File: src/rtl/uart_cmd_link.sv
// ============================================================================
// Module      : uart_cmd_link
// Description : Host-side UART link layer. Packs three received bytes into a
//               24-bit command with a ready/clear handshake, and serialises
//               single-byte responses through a one-deep pending buffer.
// Revision    : 1.0 - initial release
// ============================================================================
`default_nettype none

module uart_cmd_link #(
    parameter int TIMEOUT_CYCLES = 26040
) (
    input  logic        clk,
    input  logic        rst,
    input  logic        rx_rdy,
    input  logic [7:0]  rx_data,
    output logic [23:0] cmd,
    output logic        cmd_rdy,
    input  logic        clr_cmd_rdy,
    input  logic        send_resp,
    input  logic [7:0]  resp_data,
    output logic        resp_sent,
    output logic        trmt,
    output logic [7:0]  tx_data,
    input  logic        tx_done,
    output logic        frame_err,
    output logic        cmd_ovr,
    output logic        tx_ovr
);

    localparam int c_cnt_w = $clog2(TIMEOUT_CYCLES + 1);
    localparam logic [c_cnt_w-1:0] c_to_last = c_cnt_w'(TIMEOUT_CYCLES - 1);
    localparam logic [c_cnt_w-1:0] c_cnt_one = c_cnt_w'(1);

    localparam logic [1:0] c_rx_b1 = 2'd0;
    localparam logic [1:0] c_rx_b2 = 2'd1;
    localparam logic [1:0] c_rx_b3 = 2'd2;

    localparam logic [0:0] c_tx_idle = 1'b0;
    localparam logic [0:0] c_tx_busy = 1'b1;

    logic [1:0]         r_rx_state;
    logic [15:0]        r_shadow;
    logic [c_cnt_w-1:0] r_to_cnt;
    logic [23:0]        r_cmd;
    logic               r_cmd_rdy;
    logic               r_cmd_ovr;
    logic               r_frame_err;

    logic [0:0]         r_tx_state;
    logic [7:0]         r_tx_data;
    logic               r_trmt;
    logic               r_resp_sent;
    logic               r_pend_vld;
    logic [7:0]         r_pend_data;
    logic               r_tx_ovr;

    logic               w_frame_done;
    logic               w_accept;

    assign w_frame_done = rx_rdy && (r_rx_state == c_rx_b3);
    // A clear in the completing cycle frees the slot, so the new frame wins.
    assign w_accept     = w_frame_done && (!r_cmd_rdy || clr_cmd_rdy);

    always_ff @(posedge clk) begin
        if (rst) begin
            r_rx_state  <= c_rx_b1;
            r_shadow    <= 16'h0000;
            r_to_cnt    <= '0;
            r_cmd       <= 24'h000000;
            r_cmd_rdy   <= 1'b0;
            r_cmd_ovr   <= 1'b0;
            r_frame_err <= 1'b0;
        end else begin
            r_frame_err <= 1'b0;

            if (rx_rdy) begin
                r_to_cnt <= '0;
                case (r_rx_state)
                    c_rx_b1: begin
                        r_shadow[15:8] <= rx_data;
                        r_rx_state     <= c_rx_b2;
                    end
                    c_rx_b2: begin
                        r_shadow[7:0]  <= rx_data;
                        r_rx_state     <= c_rx_b3;
                    end
                    default: r_rx_state <= c_rx_b1;
                endcase
            end else if (r_rx_state == c_rx_b1) begin
                r_to_cnt <= '0;
            end else if (r_to_cnt == c_to_last) begin
                r_to_cnt    <= '0;
                r_rx_state  <= c_rx_b1;
                r_frame_err <= 1'b1;
            end else begin
                r_to_cnt <= r_to_cnt + c_cnt_one;
            end

            if (w_accept) begin
                r_cmd     <= {r_shadow, rx_data};
                r_cmd_rdy <= 1'b1;
            end else if (clr_cmd_rdy) begin
                r_cmd_rdy <= 1'b0;
            end

            if (w_frame_done && !w_accept) begin
                r_cmd_ovr <= 1'b1;
            end
        end
    end

    always_ff @(posedge clk) begin
        if (rst) begin
            r_tx_state  <= c_tx_idle;
            r_tx_data   <= 8'h00;
            r_trmt      <= 1'b0;
            r_resp_sent <= 1'b0;
            r_pend_vld  <= 1'b0;
            r_pend_data <= 8'h00;
            r_tx_ovr    <= 1'b0;
        end else begin
            r_trmt      <= 1'b0;
            r_resp_sent <= 1'b0;

            if (r_tx_state == c_tx_idle) begin
                if (send_resp) begin
                    r_tx_data  <= resp_data;
                    r_trmt     <= 1'b1;
                    r_tx_state <= c_tx_busy;
                end
            end else if (tx_done) begin
                r_resp_sent <= 1'b1;
                if (r_pend_vld) begin
                    r_tx_data <= r_pend_data;
                    r_trmt    <= 1'b1;
                    if (send_resp) begin
                        r_pend_data <= resp_data;
                    end else begin
                        r_pend_vld  <= 1'b0;
                    end
                end else if (send_resp) begin
                    // Transmitter frees up this cycle: launch directly instead of parking.
                    r_tx_data <= resp_data;
                    r_trmt    <= 1'b1;
                end else begin
                    r_tx_state <= c_tx_idle;
                end
            end else if (send_resp) begin
                if (r_pend_vld) begin
                    r_tx_ovr <= 1'b1;
                end else begin
                    r_pend_data <= resp_data;
                    r_pend_vld  <= 1'b1;
                end
            end
        end
    end

    assign cmd       = r_cmd;
    assign cmd_rdy   = r_cmd_rdy;
    assign cmd_ovr   = r_cmd_ovr;
    assign frame_err = r_frame_err;
    assign tx_data   = r_tx_data;
    assign trmt      = r_trmt;
    assign resp_sent = r_resp_sent;
    assign tx_ovr    = r_tx_ovr;

endmodule

`default_nettype wire

File: config.mk
export PLATFORM = sky130hd
export DESIGN_NAME = uart_cmd_link
export DESIGN_NICKNAME = d
export VERILOG_FILES = /design/src/rtl/uart_cmd_link.sv
export SDC_FILE = /design/constraint.sdc
export NUM_CORES = 1
export LEC_CHECK = 0
export ABC_AREA = 1
export CAP_MARGIN = 5
export CORE_MARGIN = 2
export CORE_UTILIZATION = 52
export CTS_BUF_LIST = sky130_fd_sc_hd__clkbuf_8 sky130_fd_sc_hd__clkbuf_16
export CTS_CLUSTER_DIAMETER = 200
export DETAILED_ROUTE_END_ITERATION = 10
export HOLD_SLACK_MARGIN = 0.05
export PLACE_DENSITY_LB_ADDON = 0.08
export SYNTH_ARGS = -nofsm -noshare
export SYNTH_HDL_FRONTEND = slang
export SYNTH_SLANG_ARGS = --single-unit
export TNS_END_PERCENT = 20
File: constraint.sdc
create_clock -name clk -period 1.65 [get_ports clk]
set_clock_uncertainty 0.2 [all_clocks]
set_input_delay 0.33 -clock clk [delete_from_list [all_inputs] [get_ports clk]]
set_output_delay 0.33 -clock clk [all_outputs]
set_load 0.05 [all_outputs]
; Yosys cells after proc, flatten, opt, wreduce, memory -nomap -nowiden
; Index checks and enable logic that the tools add are counted.
[classes]
n_addsub = 1
eq_ne = 8
muxes = 26
n_bitwise = 2
reduce_logical = 19
[op_table]
columns = cell, count
row1 = $mux 8, 9
row2 = $add 15x1->15 const B, 1
row3 = $eq 15x15->1 const B, 1
row4 = $mux 1, 13
row5 = $ne 2x2->1 const B, 4
row6 = $reduce_and 2->1, 4
row7 = $mux 2, 3
row8 = $reduce_bool 2->1, 3
row9 = $reduce_and 5->1, 1
row10 = $pmux 2 s2, 1
row11 = $reduce_and 4->1, 1
row12 = $reduce_or 4->1, 1
row13 = $logic_and 1x1->1, 3
row14 = $reduce_or 3->1, 1
row15 = $eq 2x1->1 const B, 1
row16 = $eq 2x2->1 const B, 1
row17 = $logic_not 1->1, 2
row18 = $logic_not 2->1, 1
row19 = $ne 2x1->1 const B, 1
row20 = $not 1->1, 2
row21 = $reduce_or 2->1, 1
row22 = $logic_or 1x1->1, 1
[word_totals]
regBits = 81
inputBits = 22
out_inout_bits = 38

; Depth between registers and ports, before layout
; Gate-level depths: netlist of the first run.
[depth]
ltp_word = 5
ltp_mapped = 10
ltp_nobuf = 10

; Least setup slack after synthesis of the first run
; No wires, ideal clock.
[synth_path]
path_kind = flip-flop to flip-flop
startpoint = register r_cmd_rdy, in the netlist cmd_rdy
endpoint = register r_cmd[10], in the netlist cmd[10]
setup_ns = 0.065
arrival_time_ns = 1.328
required_time_ns = 1.385
setup_slack_ns = 0.057
stages_incl_launch_ff = 8
path_buffers = 1
period_less_slack_ns = 1.593
path_cell_list = dfxtp_1 -> inv_1 -> nor2_4 -> nor2_8 -> inv_4 -> buf_6 -> nor2_2 -> nor2_1
[synth_via]
elab_chain_len = 3
[synth_lines]
columns = item, line_no
row1 = "start, declared", 46  ; logic r_cmd_rdy;
row2 = "start signal, assigned", 71  ; r_cmd_rdy <= 1'b0;
row3 = "start signal, assigned", 102  ; r_cmd_rdy <= 1'b1;
row4 = "start signal, assigned", 104  ; r_cmd_rdy <= 1'b0;
row5 = $logic_not 1->1, 63  ; assign w_accept = w_frame_done && (!r_cmd_rdy || clr_cmd_rdy);
row6 = $logic_or 1x1->1, 63
row7 = $logic_and 1x1->1, 63
row8 = "end signal, assigned", 101  ; r_cmd <= {r_shadow, rx_data};
row9 = "end, declared", 45  ; logic [23:0] r_cmd;
; No other way between the ends.
; A chain may end at the register's enable or synchronous reset.

; Worst setup path after layout of the first run
[layout_path]
startpoint = input port tx_done
endpoint = register r_tx_data[2], in the netlist tx_data[2]
[layout_via]
elab_chain_len = 1
[layout_lines]
columns = item, line_no
row1 = "start, declared", 25  ; input logic tx_done,
row2 = $ne 2x2->1 (no source line), -
row3 = "end signal, assigned", 128  ; r_tx_data <= resp_data;
row4 = "end signal, assigned", 135  ; r_tx_data <= r_pend_data;
row5 = "end signal, assigned", 144  ; r_tx_data <= resp_data;
row6 = "end, declared", 51  ; logic [7:0] r_tx_data;
; No other way between the ends.

==> results by group, run 1 <==
Clocking
  • Num CTS Buffers: 9
  • Clock Latency Late Sink: about 0.35 ns
  • Root buf cell: clkbuf_8
  • CTS Hold Bufs: 0
  • Clock buffer depth: 2
  • CTS H-tree depth: 3
  • Clock Pin Slew Worst Setup and Hold Paths: around 0.08 ns
  • Sink Count: 81
  • CTS tree: done

Drt
  • Final routed DRC violation total: 0
  • ANT nets after route: 0
  • WL per Instance: 12.8 um
  • Vias post-DR: 2944
  • Routed WL: 7340 um
  • Vias per std cell: 5.12
  • Initial DRC count: around 190
  • Pre-antenna DRT Iters: 5

STA
  • Final setup violation count: 0
  • Tmin final: 1.61 ns
  • Endpoints failing hold: 0
  • WHS: between 0.2 and 0.3 ns
  • Max-slew violations: 0
  • Slew margin rel.: 0.708
  • Max Fclk: 0.621 GHz
  • Final period utilization: 0.976
  • RSZ-0062 raised after global routing: true
  • Worst-margin pin slew: 0.438 ns
  • Setup TNS: 0 ns

Floorplanning
  • I/O pin count: 60
  • Horiz. Die Dim: 83.4 um
  • Num rows: 28
  • Die area: 6950 um^2
  • Initial Util: 0.547
  • Core area: 5990 um^2
  • Die Ht: 83.4 um

Pwr
  • P_leak: 1.93 nW
  • Worst vdd ir: 0.680 mV
  • Total Power: 3.99 mW
  • Pwr dens: around 850 nW/um^2

Synthesis
  • Syn nets: 438
  • Synth area leader: dfxtp_1
  • Synth top area cells: dfxtp_1 (50%), nor2_1 (9.9%), inv_1 (4.8%), o21ai_0 (4.4%), nor2_2 (4.2%)
  • Yosys cell types: 29
  • Ys Warns: 0
  • Syn_area_per_cell: about 7.9 um^2
  • Cell Area, Synth: 3280 um^2
  • Seq/Total Area, Yosys: 0.495
  • Mapped Cells: 415
  • Yosys reg bits: 81
  • Top-area cell type share of the netlist area: 0.495

Setup path
  • CP Launch Type: input pin
  • CP Capture Type: register
  • Required time worst endpoint: 1.68 ns
  • Type of the worst setup path: input pin to register
  • WP data arrival: 1.64 ns
  • Max Fanout on Critical Path: 8

GRT
  • GRT Util Overall: 0.225
  • Antenna violations before repair: 0
  • Vias in the first global route: 2857
  • Largest net degree at the start of global routing: 30
  • Global-route wire length before repair: 12800 um
  • GRT Residual Overflow: 0

Finish
  • Area growth syn-to-layout: 42.6%
  • Layout cells sized above 1: 0.242
  • Final #Nets: 518
  • Antenna diode count: 0
  • Fillers: 420
  • Non-filler cells, final: roughly 580
  • Final Util: 0.780

Flow run
  • Max cap viols: 0

Placed design
  • Placed wire-length estimate: 5140 um
  • # placed instances: 556
  • I/O Buffers: 59
  • Routability cong.: around 0.84

Run status
  • Status: complete, no violations

Min path
  • Hold WC Path Type: register to register
per-layer routing:
metal | vias to the layer above | global-route usage | wire length [um]
li1 | 1484 | - | -
met2 | 73 | 0.363 | 3580
met1 | 1371 | 0.282 | 3210
met3 | 16 | 0.0626 | 406
met4 | 0 | 0.0924 | 131
met5 | - | 0 | 0
layout by cell type, fill, tap and decap left out, types with 2 or more instances in the layout:
cell,n
o21ai_1,22
nand2_2,4
nor2_1,85
nand3b_1,9
buf_4,20
nor2_2,23
dfxtp_1,79
a21oi_1,27
nor3_1,6
nor2_4,4
clkdlybuf4s50_1,21
nand2_1,34
buf_12,41
inv_2,3
clkinv_2,3
nand4_1,2
nand3_1,14
inv_1,44
xor2_1,6
o21ai_0,27
dfxtp_2,2
clkbuf_8,11
worst max-delay path, cell delays in order:
cell	delay (ns)
clkdlybuf4s50_1	0.49
inv_1	0.09
nand2_1	0.11
nand2_2	0.10
inv_1	0.24
nand3b_1	0.14
nand3_1	0.10
a21oi_1	0.04
final timing paths:
check / startpoint / slack, ns / cells after the start / endpoint
setup / recovery: tx_done / 0.04 / 8 / tx_data[2]
hold / removal: r_pend_data[4] / 0.25 / 2 / r_pend_data[4]
setup reg to reg: r_to_cnt[0] / 0.07 / 9 / r_to_cnt[10]
hold reg to reg: r_pend_data[4] / 0.25 / 2 / r_pend_data[4]
stage by stage:
stage / area [um^2] / setup WS, ns
after floorplan: 3280 / 0.0574
after global placement: 4420 / -0.190
after detailed placement: 4420 / -0.279
after CTS: 4600 / 0.0278
after global routing: 4670 / -0.0382
final: 4670 / 0.0404
flip-flops by register name, indices dropped and copies added (netlist names), 2 cells and up:
| register | count |
|---|---|
| r_rx_state | 2 |
| r_pend_data | 8 |
| cmd | 24 |
| r_shadow | 16 |
| r_to_cnt | 15 |
| tx_data | 8 |
layout make-up:
class	count	area, um^2	area share
inverter	46	175	0.0375
clock inverter	5	22.5	0.00482
clock buffer	11	151	0.0324
timing repair buffer	82	1180	0.253
multi-input combinational	275	1420	0.305
sequential	81	1620	0.348
tap	75	93.8	0.0201
synth_stat cells, drive strengths merged:
| master | number |
|---|---|
| a21oi | 28 |
| a31oi | 1 |
| buf | 8 |
| clkbuf | 5 |
| dfxtp | 81 |
| ha | 1 |
| inv | 46 |
| nand2 | 39 |
| nand3 | 16 |
| nand3b | 9 |
| nand4 | 2 |
| nor2 | 113 |
| nor3 | 8 |
| o21ai | 50 |
| or2 | 1 |
| xnor2 | 1 |
| xor2 | 6 |
power by group:
group	switching, mW	internal (mW)	total, mW
combinational	0.317	0.277	0.594
clock	0.681	0.611	1.29
sequential	0.0648	2.04	2.10
total	1.06	2.92	3.99
cells by family (layout without fill, tap and decap cells):
kind of cell,count (synthesis),after routing,synth area share
fa+ha+maj,1,1,0.00382
buf+inv,59,144,0.0829
compound gates,79,79,0.123
flops,81,81,0.495
xor+xnor,7,7,0.0187
simple gates,188,188,0.276
what timing repair did:
| item | CTS | global route |
|---|---|---|
| resized for setup | 1 | 11 |
| setup buffers | 0 | 3 |
| endpoints found under the setup margin | 3 | 17 |
| cloned | 0 | 0 |
| pin swaps | 0 | 5 |
Note: power is estimated with default switching activity, not from simulation.
==> run 2, diff against run 1 <==
--- a/config.mk
+++ b/config.mk
@@ -14,6 +14,8 @@
 export DETAILED_ROUTE_END_ITERATION = 10
 export HOLD_SLACK_MARGIN = 0.05
 export PLACE_DENSITY_LB_ADDON = 0.08
+export REMOVE_ABC_BUFFERS = 1
+export SLEW_MARGIN = 20
 export SYNTH_ARGS = -nofsm -noshare
 export SYNTH_HDL_FRONTEND = slang
 export SYNTH_SLANG_ARGS = --single-unit
==> run 2 against run 1 <==
Effect of this change: die area stayed put; core utilization is 1.9 points higher; setup slack lost 0.021 ns; largest power group unchanged; power grew 4.9%; combinational power increased by 2%; highest routed layer unchanged; register-to-register slack worse by 0.05 ns; design area rose by 2.5%; final cell count increased by 0.87%; global-route usage rose by 0.93 points; critical path depth stayed put; largest cell class unchanged; sequential share of layout area shrank 0.85 points; critical endpoint is now r_to_cnt[12]; clock power rose by 15%.
==> results by group, run 2 (synthesis results as in run 1) <==
Run status
  • Status: complete, no violations (unchanged)

Drt
  • Final routed DRC violation total: 0 (unchanged)
  • Vias post-DR: 2974 (was 2944)
  • Vias per std cell: 5.13 (was 5.12)
  • Pre-antenna DRT Iters: 4 (was 5)
  • Initial DRC count: 144 (was 186)
  • WL per Instance: 13.9 um (was 12.8 um)
  • ANT nets after route: 0 (unchanged)
  • Routed WL: 8050 um (was 7340 um)

Clocking
  • CTS tree: done (unchanged)
  • Sink Count: 81 (unchanged)
  • CTS H-tree depth: 3 (unchanged)
  • Num CTS Buffers: 9 (unchanged)
  • Clock Pin Slew Worst Setup and Hold Paths: 0.08 ns (about the same)
  • Clock buffer depth: 2 (unchanged)
  • Root buf cell: clkbuf_8 (unchanged)
  • Clock Latency Late Sink: 0.34 ns (was 0.35 ns)

STA
  • Final period utilization: 0.988 (was 0.976)
  • Final setup violation count: 0 (unchanged)
  • Tmin final: 1.63 ns (was 1.61 ns)
  • Slew margin rel.: 0.759 (was 0.708)
  • Final worst-path setup slack: 0.0196 ns (was 0.0404 ns)
  • Setup TNS: 0 ns (unchanged)
  • Max Fclk: 0.613 GHz (was 0.621 GHz)
  • Worst-margin pin slew: 0.362 ns (was 0.438 ns)
  • Max-slew violations: 0 (unchanged)
  • Endpoints failing hold: 0 (unchanged)
  • RSZ-0062 raised after global routing: true (unchanged)

Setup path
  • Max Fanout on Critical Path: 4 (was 8)
  • Required time worst endpoint: 1.72 ns (was 1.68 ns)
  • Type of the worst setup path: register to register (was input pin to register)
  • CP startpoint: r_to_cnt[1] (was tx_done)
  • WP data arrival: 1.71 ns (was 1.64 ns)
  • Reg2Reg Launch Point: r_to_cnt[1] (was r_to_cnt[0])
  • CP Capture Type: register (unchanged)
  • CP Launch Type: register (was input pin)

Floorplanning
  • I/O pin count: 60 (unchanged)
  • Initial Util: 0.547 (unchanged)
  • Horiz. Die Dim: 83.4 um (unchanged)
  • Die area: 6950 um^2 (unchanged)
  • Die Ht: 83.4 um (unchanged)
  • Num rows: 28 (unchanged)
  • Core area: 5990 um^2 (unchanged)

Placed design
  • Routability cong.: 0.847 (was 0.840)
  • I/O Buffers: 59 (unchanged)
  • Placed wire-length estimate: 5440 um (was 5140 um)
  • # placed instances: 558 (was 556)
  • Placement Setup Slack: -0.295 ns (was -0.279 ns)

GRT
  • Antenna violations before repair: 0 (unchanged)
  • Vias in the first global route: 2884 (was 2857)
  • GRT Residual Overflow: 0 (unchanged)
  • Largest net degree at the start of global routing: 37 (was 30)
  • GRT Util Overall: 0.234 (was 0.225)
  • Global-route wire length before repair: 13200 um (was 12800 um)

Pwr
  • Worst vdd ir: 0.738 mV (was 0.680 mV)
  • Total Power: 4.18 mW (was 3.99 mW)
  • Pwr dens: 874 nW/um^2 (was 854 nW/um^2)
  • P_leak: 2.00 nW (was 1.93 nW)

Finish
  • Commonest non-fill, non-tap cell in the layout: nor2_1 (unchanged)
  • Fillers: 411 (was 420)
  • Most frequent cells in the layout: nor2_1 (85), dfxtp_1 (79), inv_1 (44), buf_12 (42), nand2_1 (34) (was nor2_1 (85), dfxtp_1 (79), inv_1 (44), buf_12 (41), nand2_1 (34))
  • Non-filler cells, final: 580 (was 575)
  • Max reg flops: 24 (unchanged)
  • Antenna diode count: 0 (unchanged)
  • Layout cells sized above 1: 0.251 (was 0.242)
  • Final #Nets: 523 (was 518)
  • Area growth syn-to-layout: 46.1% (was 42.6%)

Min path
  • Hold_sp: r_pend_data[2] (was r_pend_data[4])
  • Hold WC Path Type: register to register (unchanged)

Flow run
  • Max cap viols: 0 (unchanged)
[run 2: cell count changes in the layout (fill, tap and decap cells not counted), moves of 2 or more]
cell / previous run / this run
buf_6: 0 / 2
clkinv_2: 3 / 1
buf_4: 20 / 22
nand2_4: 1 / 3
nand2_2: 4 / 2
[run 2: per-stage QoR]
stage	util	cell area, um^2	hold WS, ns
after floorplan	-	3180	0.199
after global placement	0.742	4450	0.240
after detailed placement	0.742	4450	0.242
after CTS	0.784	4690	0.254
after global routing	0.799	4790	0.281
final	0.799	4790	0.252
[run 2: path summary, 6_finish.rpt]
path	slack, ns	endpoint	depth (start not counted)
hold reg to reg	0.25	r_pend_data[2]	2
setup / recovery	0.02	r_to_cnt[12]	8
hold / removal	0.25	r_pend_data[2]	2
setup reg to reg	0.02	r_to_cnt[12]	8
[run 2: critical path, stage by stage (launching register included)]
cell	delay, ns
dfxtp_2	0.35
ha_4	0.15
nand2_4	0.05
buf_6	0.12
nor2_4	0.17
buf_6	0.13
nand3_4	0.08
xor2_2	0.19
nor2_1	0.11
[run 2: cell type report]
type / count / area (um^2) / share of cell area
Multi-Input combinational cell: 275 / 1450 / 0.302
Inverter: 46 / 175 / 0.0366
Clock buffer: 12 / 165 / 0.0345
Tap cell: 75 / 93.8 / 0.0196
Sequential cell: 81 / 1620 / 0.339
Timing Repair Buffer: 87 / 1240 / 0.259
Clock inverter: 4 / 42.5 / 0.00889
[run 2: what timing repair did]
item,CTS,global route
setup buffers,3,3
setup endpoints to repair,3,27
resized for setup,1,16
pin swaps,0,9
hold buffers,0,0
[run 2: routing by layer]
layer	part of all wire	wire length, um	up-vias	track usage
li1	-	-	1485	-
met1	0.41	3340	1388	0.279
met2	0.52	4190	77	0.411
met3	0.037	301	24	0.0447
met4	0.026	211	0	0.0954
met5	0	0	-	0
[run 2: power by group]
| group | leakage (nW) | internal, mW | switching [mW] |
|---|---|---|---|
| Sequential | 0.661 | 2.04 | 0.0671 |
| Combinational | 1.23 | 0.283 | 0.320 |
| Clock | 0.115 | 0.811 | 0.665 |
==> run 3, diff against run 2 <==
--- a/config.mk
+++ b/config.mk
@@ -8,10 +8,11 @@
 export ABC_AREA = 1
 export CAP_MARGIN = 5
 export CORE_MARGIN = 2
-export CORE_UTILIZATION = 52
+export CORE_UTILIZATION = 47
 export CTS_BUF_LIST = sky130_fd_sc_hd__clkbuf_8 sky130_fd_sc_hd__clkbuf_16
 export CTS_CLUSTER_DIAMETER = 200
 export DETAILED_ROUTE_END_ITERATION = 10
+export GPL_TIMING_DRIVEN = 0
 export HOLD_SLACK_MARGIN = 0.05
 export PLACE_DENSITY_LB_ADDON = 0.08
 export REMOVE_ABC_BUFFERS = 1
==> constraint.sdc (replaced) <==
create_clock -name clk -period 1.4 [get_ports clk]
set_clock_uncertainty 0.2 [all_clocks]
set_input_delay 0.28 -clock clk [delete_from_list [all_inputs] [get_ports clk]]
set_output_delay 0.28 -clock clk [all_outputs]
set_load 0.05 [all_outputs]
==> run 3 against run 2 <==
Effect of this change: the run now ends with negative setup slack left; fmax is 8.5% higher; design area shrank 7.9%; setup slack got worse by 0.12 ns; non-clock buffer count down 16; die area increased by 10%; sequential share of layout area rose by 3.4 points.
==> results by group, run 3 (synthesis results as in run 1) <==
Setup path
  • Max Fanout on Critical Path: 7 (was 4)
  • Worst Path Buf+Inv: 2 (unchanged)
  • CP Launch Type: register (unchanged)
  • CP Depth: 9 (was 8)
  • Reg2Reg Depth: 9 (was 8)
  • WP data arrival: 1.54 ns (was 1.71 ns)
  • CP Cell Sequence: ha_4, nand2_4, inv_2, nand2_2, nor2_4, nand2_2, nand2_4, buf_12, nor2_2 (was ha_4, nand2_4, buf_6, nor2_4, buf_6, nand3_4, xor2_2, nor2_1)
  • Slowest CP cell: dfxtp_2 (unchanged)
  • Largest stage delay on the critical path: 0.36 ns (was 0.35 ns)
  • R2r endpoint: r_to_cnt[4] (was r_to_cnt[12])
  • Required time worst endpoint: 1.44 ns (was 1.72 ns)
  • CP startpoint: r_to_cnt[0] (was r_to_cnt[1])
  • CP Capture Type: register (unchanged)
  • Reg2Reg Launch Point: r_to_cnt[0] (was r_to_cnt[1])
  • R2r setup slk: -0.10 ns (was 0.02 ns)
  • Critical path's top delay family: simple AND/OR/NAND/NOR gates (unchanged)
  • Type of the worst setup path: register to register (unchanged)
  • Worst Setup EP: r_to_cnt[4] (was r_to_cnt[12])

GRT
  • GRT Util Overall: 0.202 (was 0.234)
  • Antenna violations before repair: 0 (unchanged)
  • Met3 GRT Util: 0.0569 (was 0.0447)
  • Global-route wire length before repair: 12000 um (was 13200 um)
  • GRT met2 Usage: 0.333 (was 0.411)
  • Gr busiest metal: met2 (unchanged)
  • Met1 usage: 0.251 (was 0.279)
  • GRT Residual Overflow: 0 (unchanged)
  • Vias in the first global route: 2599 (was 2884)
  • Largest net degree at the start of global routing: 54 (was 37)

Pwr
  • Register share of total power: 0.491 (was 0.503)
  • Cell-internal power: 3.66 mW (was 3.13 mW)
  • Worst vdd ir: 0.674 mV (was 0.738 mV)
  • Sw frac: 0.270 (was 0.252)
  • Pwr dens: 1140 nW/um^2 (was 874 nW/um^2)
  • Clock Power Share: 0.386 (was 0.353)
  • Net load switching power: 1.36 mW (was 1.05 mW)
  • Combinational power share: 0.123 (was 0.144)
  • P_leak: 1.86 nW (was 2.00 nW)

STA
  • WHS: 0.0587 ns (was 0.252 ns)
  • Worst-margin pin slew: 0.400 ns (was 0.362 ns)
  • Final setup violation count: 16 (was 0)
  • Max Fclk: 0.666 GHz (was 0.613 GHz)
  • Final worst-path setup slack: -0.103 ns (was 0.0196 ns)
  • Final period utilization: 1.07 (was 0.988)
  • Slew margin rel.: 0.733 (was 0.759)
  • Tmin final: 1.50 ns (was 1.63 ns)
  • RSZ-0062 raised after global routing: true (unchanged)
  • Max-slew violations: 0 (unchanged)
  • Endpoints failing hold: 0 (unchanged)

Floorplanning
  • Initial Util: 0.485 (was 0.547)
  • Num rows: 30 (was 28)
  • Horiz. Die Dim: 87.5 um (was 83.4 um)
  • Core area: 6760 um^2 (was 5990 um^2)
  • Die area: 7650 um^2 (was 6950 um^2)
  • Die Ht: 87.5 um (was 83.4 um)
  • I/O pin count: 60 (unchanged)

Finish
  • Final Util: 0.653 (was 0.799)
  • Area growth syn-to-layout: 34.6% (was 46.1%)
  • Most frequent cells in the layout: nor2_1 (79), dfxtp_1 (67), inv_1 (35), nand2_1 (29) (was nor2_1 (85), dfxtp_1 (79), inv_1 (44), buf_12 (42), nand2_1 (34))
  • Antenna diode count: 0 (unchanged)
  • Commonest non-fill, non-tap cell in the layout: nor2_1 (unchanged)
  • Design area: 4410 um^2 (was 4790 um^2)
  • Layout cells sized above 1: 0.314 (was 0.251)
  • Non-filler cells, final: 571 (was 580)
  • Final #Nets: 509 (was 523)
  • Max reg flops: 24 (unchanged)

Clocking
  • Clock Pin Slew Worst Setup and Hold Paths: 0.09 ns (was 0.08 ns)
  • CTS Hold Bufs: 0 (unchanged)
  • Sink Count: 81 (unchanged)
  • Root buf cell: clkbuf_8 (unchanged)
  • Num CTS Buffers: 9 (unchanged)
  • CTS H-tree depth: 3 (unchanged)
  • Clock Latency Late Sink: 0.35 ns (was 0.34 ns)
  • CTS tree: done (unchanged)
  • Clock buffer depth: 2 (unchanged)

Placed design
  • Placed wire-length estimate: 4380 um (was 5440 um)
  • I/O Buffers: 59 (unchanged)
  • Placement Setup Slack: -0.955 ns (was -0.295 ns)
  • Routability cong.: 0.825 (was 0.847)
  • # placed instances: 541 (was 558)
  • Placed cell area: 3870 um^2 (was 4450 um^2)

Run status
  • Status: finished with violations (was complete, no violations)
  • Failing checks: negative setup slack

Drt
  • ANT nets after route: 0 (unchanged)
  • Vias post-DR: 2845 (was 2974)
  • Final routed DRC violation total: 0 (unchanged)
  • WL per Instance: 13.0 um (was 13.9 um)
  • Pre-antenna DRT Iters: 4 (unchanged)
  • Vias per std cell: 4.98 (was 5.13)
  • Initial DRC count: 101 (was 144)
  • Routed WL: 7450 um (was 8050 um)

Min path
  • Hold WC Path Type: input pin to register (was register to register)

Flow run
  • Max cap viols: 0 (unchanged)
## run 3: final cells by class
cell class	count	area (um^2)
repair buffers	71	696
clock inverters	7	100
fillers	566	2350
clock buffers	9	124
inverters	46	189
well taps	80	100
multi-input cells	277	1560
flip-flops and latches	81	1640
## run 3: what timing repair did
| action | in CTS | in global routing |
|---|---|---|
| pin swaps | 7 | 10 |
| resized for setup | 258 | 72 |
| gates cloned | 2 | 0 |
| setup endpoints to repair | 114 | 104 |
| buffers inserted | 8 | 4 |
## run 3: stage by stage
step | power (mW) | setup TNS (ns)
global placement | 3.05 | -91.43
CTS | 5.00 | -1.70
global route | 5.20 | -3.85
floorplan | 2.84 | -7.42
finish | 5.01 | -1.08
detailed placement | 3.06 | -67.35
## run 3: power groups by stage
stage / Sequential, mW / Clock (mW) / Combinational, mW
floorplan: 2.64 / 0 / 0.197
global placement: 2.50 / 0 / 0.551
detailed placement: 2.50 / 0 / 0.555
CTS: 2.45 / 1.96 / 0.582
global route: 2.47 / 2.05 / 0.671
finish: 2.46 / 1.93 / 0.617
## run 3: how the worst min path moves through the flow
stage               start    endpoint  cells past startpoint
2_1_floorplan         rst  r_pend_vld                      1
3_3_place_gp   tx_data[4]  tx_data[4]                      2
3_5_place_dp   tx_data[5]  tx_data[5]                      2
4_1_cts            rx_rdy   frame_err                      2
5_1_grt           tx_done   resp_sent                      3
6_report          tx_done   resp_sent                      3
## run 3: worst register-to-register path, cell delays in order, from the launching register on
cell     delay [ns]
dfxtp_2        0.36
ha_4           0.15
nand2_4        0.06
inv_2          0.07
nand2_2        0.07
nor2_4         0.12
nand2_2        0.08
nand2_4        0.11
buf_12         0.13
nor2_2         0.03
## run 3: metal layers
metal	vias to the layer above	share of wire	wire [um]
met5	-	0	0
li1	1472	-	-
met1	1306	0.46	3420
met2	59	0.48	3580
met3	8	0.048	357
met4	0	0.012	93
